## src/rtl/output_port_arbiter.sv

```systemverilog
// Per-output-port allocator for the router crossbar.
// Picks one of NPORT inputs with round-robin priority that rotates per packet.
// Holds the winner for the whole packet (wormhole lock).
// Gates every grant on a downstream credit counter.
module output_port_arbiter #(
  parameter int unsigned NPORT = 5,
  parameter int unsigned DEPTH = 4,
  parameter int unsigned CNTW  = 3
) (
  input  logic             clk,
  input  logic             rst,
  input  logic [NPORT-1:0] req,
  input  logic [NPORT-1:0] tail,
  input  logic             credit_in,
  output logic [NPORT-1:0] grant,
  output logic             busy,
  output logic [CNTW-1:0]  credit_cnt,
  output logic             cred_err
);

  localparam int unsigned W2 = 2 * NPORT;

  typedef enum logic {
    IDLE   = 1'b0,
    LOCKED = 1'b1
  } state_t;

  state_t           r_state;
  logic [NPORT-1:0] r_ptr;
  logic [NPORT-1:0] r_lock;
  logic [CNTW-1:0]  r_cnt;
  logic             r_err;

  logic [NPORT-1:0] w_base;
  logic [W2-1:0]    w_dbl_req;
  logic [W2-1:0]    w_dbl_gnt;
  logic [NPORT-1:0] w_rr_gnt;
  logic [NPORT-1:0] w_grant;
  logic             w_xfer;
  logic             w_win_tail;
  logic             w_cnt_full;

  // Round-robin pick: the search starts one port above the last winner.
  // Doubling the request vector lets the borrow of (req - base) wrap past
  // port NPORT-1 back to port 0; the lowest set bit at or above base wins.
  always_comb begin
    w_base    = {r_ptr[NPORT-2:0], r_ptr[NPORT-1]};
    w_dbl_req = {req, req};
    w_dbl_gnt = w_dbl_req & ~(w_dbl_req - {{NPORT{1'b0}}, w_base});
    w_rr_gnt  = w_dbl_gnt[NPORT-1:0] | w_dbl_gnt[W2-1:NPORT];
  end

  // Combinational grant: blocked in reset and without credit, locked port only while LOCKED.
  always_comb begin
    w_grant = '0;
    if (!rst && (r_cnt != '0)) begin
      if (r_state == LOCKED) begin
        w_grant = r_lock & req;
      end else begin
        w_grant = w_rr_gnt;
      end
    end
  end

  assign w_xfer     = |w_grant;
  assign w_win_tail = |(w_grant & tail);
  assign w_cnt_full = (r_cnt == CNTW'(DEPTH));

  // Packet FSM: priority pointer moves on packet start, lock spans head to tail.
  always_ff @(posedge clk) begin
    if (rst) begin
      r_state <= IDLE;
      r_ptr   <= {1'b1, {(NPORT-1){1'b0}}};
      r_lock  <= '0;
    end else begin
      case (r_state)
        IDLE: begin
          if (w_xfer) begin
            r_ptr <= w_grant;
            if (!w_win_tail) begin
              r_state <= LOCKED;
              r_lock  <= w_grant;
            end
          end
        end
        LOCKED: begin
          if (w_xfer && w_win_tail) begin
            r_state <= IDLE;
            r_lock  <= '0;
          end
        end
        default: begin
          r_state <= IDLE;
          r_lock  <= '0;
        end
      endcase
    end
  end

  // Downstream credit tracking with a sticky overflow flag.
  always_ff @(posedge clk) begin
    if (rst) begin
      r_cnt <= CNTW'(DEPTH);
      r_err <= 1'b0;
    end else begin
      if (w_xfer && !credit_in) begin
        r_cnt <= r_cnt - CNTW'(1);
      end else if (credit_in && !w_xfer) begin
        if (w_cnt_full) begin
          r_err <= 1'b1;
        end else begin
          r_cnt <= r_cnt + CNTW'(1);
        end
      end
    end
  end

  assign grant      = w_grant;
  assign busy       = (r_state == LOCKED);
  assign credit_cnt = r_cnt;
  assign cred_err   = r_err;

endmodule

```

## config.mk

```make
export PLATFORM = sky130hd
export DESIGN_NAME = output_port_arbiter
export DESIGN_NICKNAME = d
export VERILOG_FILES = /design/src/rtl/output_port_arbiter.sv
export SDC_FILE = /design/constraint.sdc
export NUM_CORES = 1
export LEC_CHECK = 0
export CAP_MARGIN = 10
export CORE_AREA = 4 4 53 55
export CTS_CLUSTER_DIAMETER = 150
export DETAILED_ROUTE_END_ITERATION = 7
export DIE_AREA = 0 0 57 59
export GPL_TIMING_DRIVEN = 0
export PLACE_DENSITY = 0.75
export SYNTH_ARGS = -nofsm -noshare
export SYNTH_HDL_FRONTEND = slang
export SYNTH_SLANG_ARGS = --single-unit
```

## constraint.sdc

```tcl
create_clock -name clk -period 4.7 [get_ports clk]
set_clock_uncertainty 0.15 [all_clocks]
set_input_delay 0.705 -clock clk [delete_from_list [all_inputs] [get_ports clk]]
set_output_delay 0.705 -clock clk [all_outputs]
set_load 0.05 [all_outputs]
```

==> results.yml, run 1 <==
drt:
  wl_um: 2890
  via_count: 1143
  wl_per_cell_um: 14.9
  firstDrtPassIters: 4
  vias_per_cell: 5.89
  drc: 0
  detail-route-antenna-nets: 0
  drtIter0Drc: 40
sta:
  hold_viol: 0
  finalSetupTns_ps: 0
  setup_viol: 0
  drv_slew: 0
  max_freq_mhz: 219
  fin_crit_ps: 4570
  rsz0062_at_grt: "no"
  tightest_slew_ps: 501
  finalCritPeriodShare_pct: 97.2
  slew_headroom_pct: 66.5
logic_synthesis:
  synth_edf_count: 0
  synth_cell_types: 47
  ys_ff_latch: 15
  syn_nets: 158
  ys_warn_count: 0
  syn_area_per_cell_um2: 8.25
  synth_flop_cell: "dfxtp_1"
  async_reset_ff_share_pct: 0
  synthesis.area_um2: 1130
  seq_area_frac_synth_pct: 26.6
  syn-instance-count: 137
clock_network:
  root_buffer: "clkbuf_4"
  numCtsBuffers: 3
  clk_path_buf_depth: 2
  h-tree-depth: 1
  clkTransAtPathRegs_ps: 90
  cts_tree: "yes"
  clkSinkCount: 15
  clock_latency_ps: 290
floorplanning:
  fp.dieArea_um2: 3360
  die_y_um: 59
  start_util_pct: 47.3
  fp.dieW_um: 57
  core_um2: 2390
  ios: 23
  row_count: 18
setup_path:
  arrival_ps: 3710
  critPathKind: "primary input to output pin"
  startpoint_type: "primary input"
  required_ps: 3850
  crit_path_end_kind: "output pin"
  critPathMaxFanout: 6
placement:
  placed_cells: 189
  gp_congestion: 0.799
  port_buffers: 22
  dp_hpwl_um: 2310
min_path:
  hold_path.class: "flip-flop to flip-flop"
power_and_ir_drop:
  leakagePower_nw: 0.563
  power.total_mw: 0.971
  p_per_area_nw_per_um2: 680
  ir_drop_mv: 0.439
grt:
  grt_max_degree: 11
  grt_util_met1_pct: 20.9
  grt_pass1_vias: 1106
  antenna_found_initial: 0
  grt_use_met3_pct: 2.40
  groute.usage.overall_pct: 18.3
  use_met2_pct: 33.4
  overflow: 0
  gr-max-usage-layer: "met2"
  grt_pass1_wl_um: 4820
finish:
  antenna_cells: 0
  drive_above_1_share_pct: 13.4
  fin_cells: 194
  final-seq-area_um2: 300
  multiInputGateArea_um2: 762
  fillers: 233
  syn_to_final_growth_pct: 26.5
  final_nets: 186
status:
  outcome: "complete, no violations"
job:
  maxCapViolCount: 0
==> state kept, by name, summed over array words and instances, names as in the netlist, named ones only <==
signal,cells
r_lock,5
r_ptr,5
credit_cnt,3
cred_err,1
==> routing by layer <==
layer  vias to the layer above  wire length, um
li1                        556                -
met5                         -                0
met1                       541             1220
met4                         0               59
met2                        39             1450
met3                         7              163
==> metrics by stage <==
step,utilization (%),hold slack (ps),setup slack [ps],cell area [um2]
after floorplan,-,299,371,1140
after global placement,58.4,310,-96.8,1390
after detailed placement,58.4,323,-189,1390
after CTS,59.5,342,111,1420
after global routing,59.9,367,24.8,1430
final,59.9,338,131,1430
==> layout by cell type (no fill, tap or decap), types with 3 or more instances in the layout <==
| cell type | count |
|---|---|
| nand2b_1 | 5 |
| o31ai_1 | 3 |
| clkdlybuf4s50_1 | 22 |
| dfxtp_1 | 15 |
| or2_2 | 4 |
| inv_1 | 15 |
| o21ai_0 | 7 |
| a21oi_1 | 6 |
| ha_1 | 6 |
| nor2_1 | 10 |
| nor3_1 | 4 |
| nand3_1 | 5 |
| nand2_1 | 9 |
| o2111ai_1 | 3 |
| clkbuf_4 | 3 |
==> report_power, final <==
| group | leakage, nW | internal, mW | switching, mW |
|---|---|---|---|
| clock network | 0.0177 | 0.0317 | 0.0425 |
| logic | 0.422 | 0.270 | 0.403 |
| registers | 0.123 | 0.183 | 0.0413 |
| total | 0.563 | 0.485 | 0.486 |
==> worst paths after layout <==
check	slack [ps]	startpoint	cells past startpoint	to
hold reg to reg	340	r_ptr[1]	2	r_ptr[1]
hold / removal	340	r_ptr[1]	2	r_ptr[1]
setup / recovery	130	req[0]	8	grant[4]
setup reg to reg	910	r_ptr[4]	14	credit_cnt[0]
==> area by class of cell <==
class	count	share of cell area, %
Buffer	3	0.963
Clock buffer	3	1.58
Clock inverter	1	0.350
Inverter	16	4.20
Multi-Input combinational cell	103	53.3
Sequential cell	15	21.0
Tap cell	30	2.63
Timing Repair Buffer	23	15.9
==> critical path, cell delays in order <==
cell and delay, ps:
clkdlybuf4s50_1 500, nand2b_1 220, fa_1 420, a211o_1 330
and3_4 180, or3_1 360, o2111a_2 290, clkdlybuf4s50_1 700
==> logic make-up (layout without fill, tap and decap cells) <==
| kind of cell | count (synthesis) | count (layout) | synth area share [%] |
|---|---|---|---|
| flops | 15 | 15 | 26.6 |
| simple gates | 51 | 51 | 26.4 |
| buf+inv | 19 | 46 | 6.53 |
| compound gates | 41 | 41 | 28.0 |
| xor+xnor | 3 | 3 | 2.33 |
| fa+ha+maj | 8 | 8 | 10.2 |
==> timing repair <==
action	4_1_cts	5_1_grt
endpoints found under the setup margin	0	3
hold buffers	0	0
resized for setup	0	0
setup buffers	0	1
==> Yosys cell counts (3+ instances only) <==
cell       count  area share, %
or2_2          4            2.2
nand2b_1       5            2.8
nor2_1        10            3.3
a21oi_1        6            2.7
inv_1         15            5.0
nand3_1        5            2.2
nor3_1         4            1.8
o2111ai_1      3            2.3
ha_1           6            6.6
nand2_1        9            3.0
o21ai_0        7            3.1
o31ai_1        3            2.0
dfxtp_1       15             27
No activity file was read; power rests on OpenSTA's default activity.
==> run 2, diff against run 1 <==
GPL_TIMING_DRIVEN = default   (was 0)
==> run 2 against run 1 <==
Sequential share of layout area is 0.092 points higher. Hold slack gained 1.4 ps. Global-route usage grew 1.2 points. Routed wire length grew 3.7%. Via count down 0.61%. Sequential cell count did not move. Critical path depth up 7. First-iteration DRC count increased by 33%. Final cell count is 0.52% lower. Die area is the same. Total power rose by 0.21%. Utilization down 0.26 points. Critical endpoint is now credit_cnt[1]. Largest power group unchanged.
==> results.yml, run 2 (synthesis results as in run 1) <==
status:
  outcome: "complete, no violations"
finish:
  mostFrequentLayoutCell: "clkdlybuf4s50_1"
  final_nets: 185
  antenna_cells: 0
  syn_to_final_growth_pct: 25.9
  fillers: 239
  fin_cells: 193
  layout_common_cells: "clkdlybuf4s50_1, inv_1, dfxtp_1"
  drive_above_1_share_pct: 15.3
  final_core_util_pct: 59.6
  fin_area_um2: 1420
placement:
  gp_congestion: 0.864
  port_buffers: 22
  dpl_cell_area_um2: 1400
  placed_cells: 189
  dp_hpwl_um: 2390
  place_ws_ps: 111
setup_path:
  critPathMaxFanout: 6
  cp.depth: 15
  rr_worst_depth: 14
  crit_chain: "clkdlybuf4s50_1, nand2b_1, fa_1, a211o_1, and3_4, or3_1, o2111a_2, nor4b_4, inv_1, ha_1, nor4b_1, or2_2, nor2_1, a21oi_1, nor2_1"
  reg2reg_from: "r_ptr[4]"
  cp.buffers_inverters: 2
  cp_common_cell: "nor2_1"
  arrival_ps: 4320
  crit_family: "simple AND/OR/NAND/NOR gates"
  slowest_delay_ps: 500
  reg2reg_slack_ps: 990
  r2r_end: "credit_cnt[1]"
  crit_path_end_kind: "flip-flop"
  slowest_stage: "clkdlybuf4s50_1"
  critPathKind: "primary input to flip-flop"
  required_ps: 4700
  startpoint_type: "primary input"
drt:
  wl_per_cell_um: 15.5
  drtIter0Drc: 53
  detail-route-antenna-nets: 0
  wl_um: 3000
  drc: 0
  via_count: 1136
  vias_per_cell: 5.89
  firstDrtPassIters: 4
clock_network:
  clkSinkCount: 15
  ctsHoldBuffers: 0
  post-cts-setup-buffers: 0
  ctsResizeCount: 0
  clk_path_buf_depth: 2
  cts_tree: "yes"
  numCtsBuffers: 3
  root_buffer: "clkbuf_4"
  clkTransAtPathRegs_ps: 90
  h-tree-depth: 1
  clock_latency_ps: 280
job:
  maxCapViolCount: 0
sta:
  setup_viol: 0
  max_freq_mhz: 231
  tightest_slew_ps: 743
  worst_slack_ps: 380
  drv_slew: 0
  hold_viol: 0
  finalCritPeriodShare_pct: 91.9
  whs_ps: 339
  slew_headroom_pct: 50.4
  finalSetupTns_ps: 0
  rsz0062_at_grt: "no"
  fin_crit_ps: 4320
grt:
  groute.usage.overall_pct: 19.5
  grt_use_met3_pct: 4.14
  antenna_found_initial: 0
  grt_util_met1_pct: 23.1
  grt_pass1_vias: 1143
  grt_max_degree: 18
  overflow: 0
  gr-max-usage-layer: "met2"
  grt_pass1_wl_um: 5220
  use_met2_pct: 33.8
power_and_ir_drop:
  p_sw_mw: 0.487
  power.total_mw: 0.973
  leakagePower_nw: 0.568
  pwr-share-clk_pct: 7.5
  p_per_area_nw_per_um2: 684
  switching_share_pct: 50.0
  power_frac_comb_pct: 68.7
  ir_drop_mv: 0.395
  pwr-share-seq_pct: 23.8
  p_int_mw: 0.486
floorplanning:
  fp.dieW_um: 57
  core_um2: 2390
  ios: 23
  start_util_pct: 47.3
  die_y_um: 59
  row_count: 18
  fp.dieArea_um2: 3360
min_path:
  holdPathEnd: "r_ptr[1]"
  hold_path.class: "flip-flop to flip-flop"
  whs_path_depth: 2
  worstHoldStart: "r_ptr[1]"
==> run 2: cell count changes in the layout (fill, tap and decap cells not counted) <==
cell             before  now
buf_2                 2    0
clkbuf_1              1    0
buf_4                 1    6
clkdlybuf4s50_1      22   19
==> run 2: area by class of cell <==
type / count / area [um2] / share of cell area (%)
Clock buffer: 3 / 22.5 / 1.58
Inverter: 16 / 60.1 / 4.22
Timing Repair Buffer: 25 / 235 / 16.5
Sequential cell: 15 / 300 / 21.1
Clock inverter: 1 / 5.00 / 0.352
Multi-Input combinational cell: 103 / 762 / 53.6
Tap cell: 30 / 37.5 / 2.64
==> run 2: worst min-delay path: cells and delay by family (launching register included) <==
family / cells / cell delay, ps
AO/OA/AOI/OAI: 1 / 70
buffers and inverters: 1 / 70
flip-flops: 1 / 310
==> run 2: routing by layer <==
metal  wire, um  up-vias  part of all wire [%]
met5          0        -                     0
met1       1270      527                    42
met2       1470       44                    49
met4         78        0                   2.6
met3        184        8                   6.1
li1           -      557                     -
==> run 2: worst max path at each step <==
stage | startpoint | to | slack, ps
3_3_place_gp | req[0] | credit_cnt[0] | 260
4_1_cts | req[0] | credit_cnt[1] | 400
2_1_floorplan | req[0] | credit_cnt[2] | 370
6_report | req[0] | credit_cnt[1] | 380
5_1_grt | req[0] | credit_cnt[1] | 130
3_5_place_dp | req[0] | credit_cnt[1] | 110
==> run 2: power by group through the flow <==
| stage | logic (mW) | clock network (mW) | registers (mW) |
|---|---|---|---|
| 2_1_floorplan | 0.447 | 0 | 0.268 |
| 3_3_place_gp | 0.651 | 0 | 0.232 |
| 3_5_place_dp | 0.664 | 0 | 0.234 |
| 4_1_cts | 0.666 | 0.0761 | 0.231 |
| 5_1_grt | 0.729 | 0.0801 | 0.242 |
| 6_report | 0.669 | 0.0730 | 0.231 |
==> run 3, diff against run 2 <==
CAP_MARGIN = 15   (was 10)
==> results of run 3 <==
The final DEF is identical to that of run 2; final timing and power are the same.
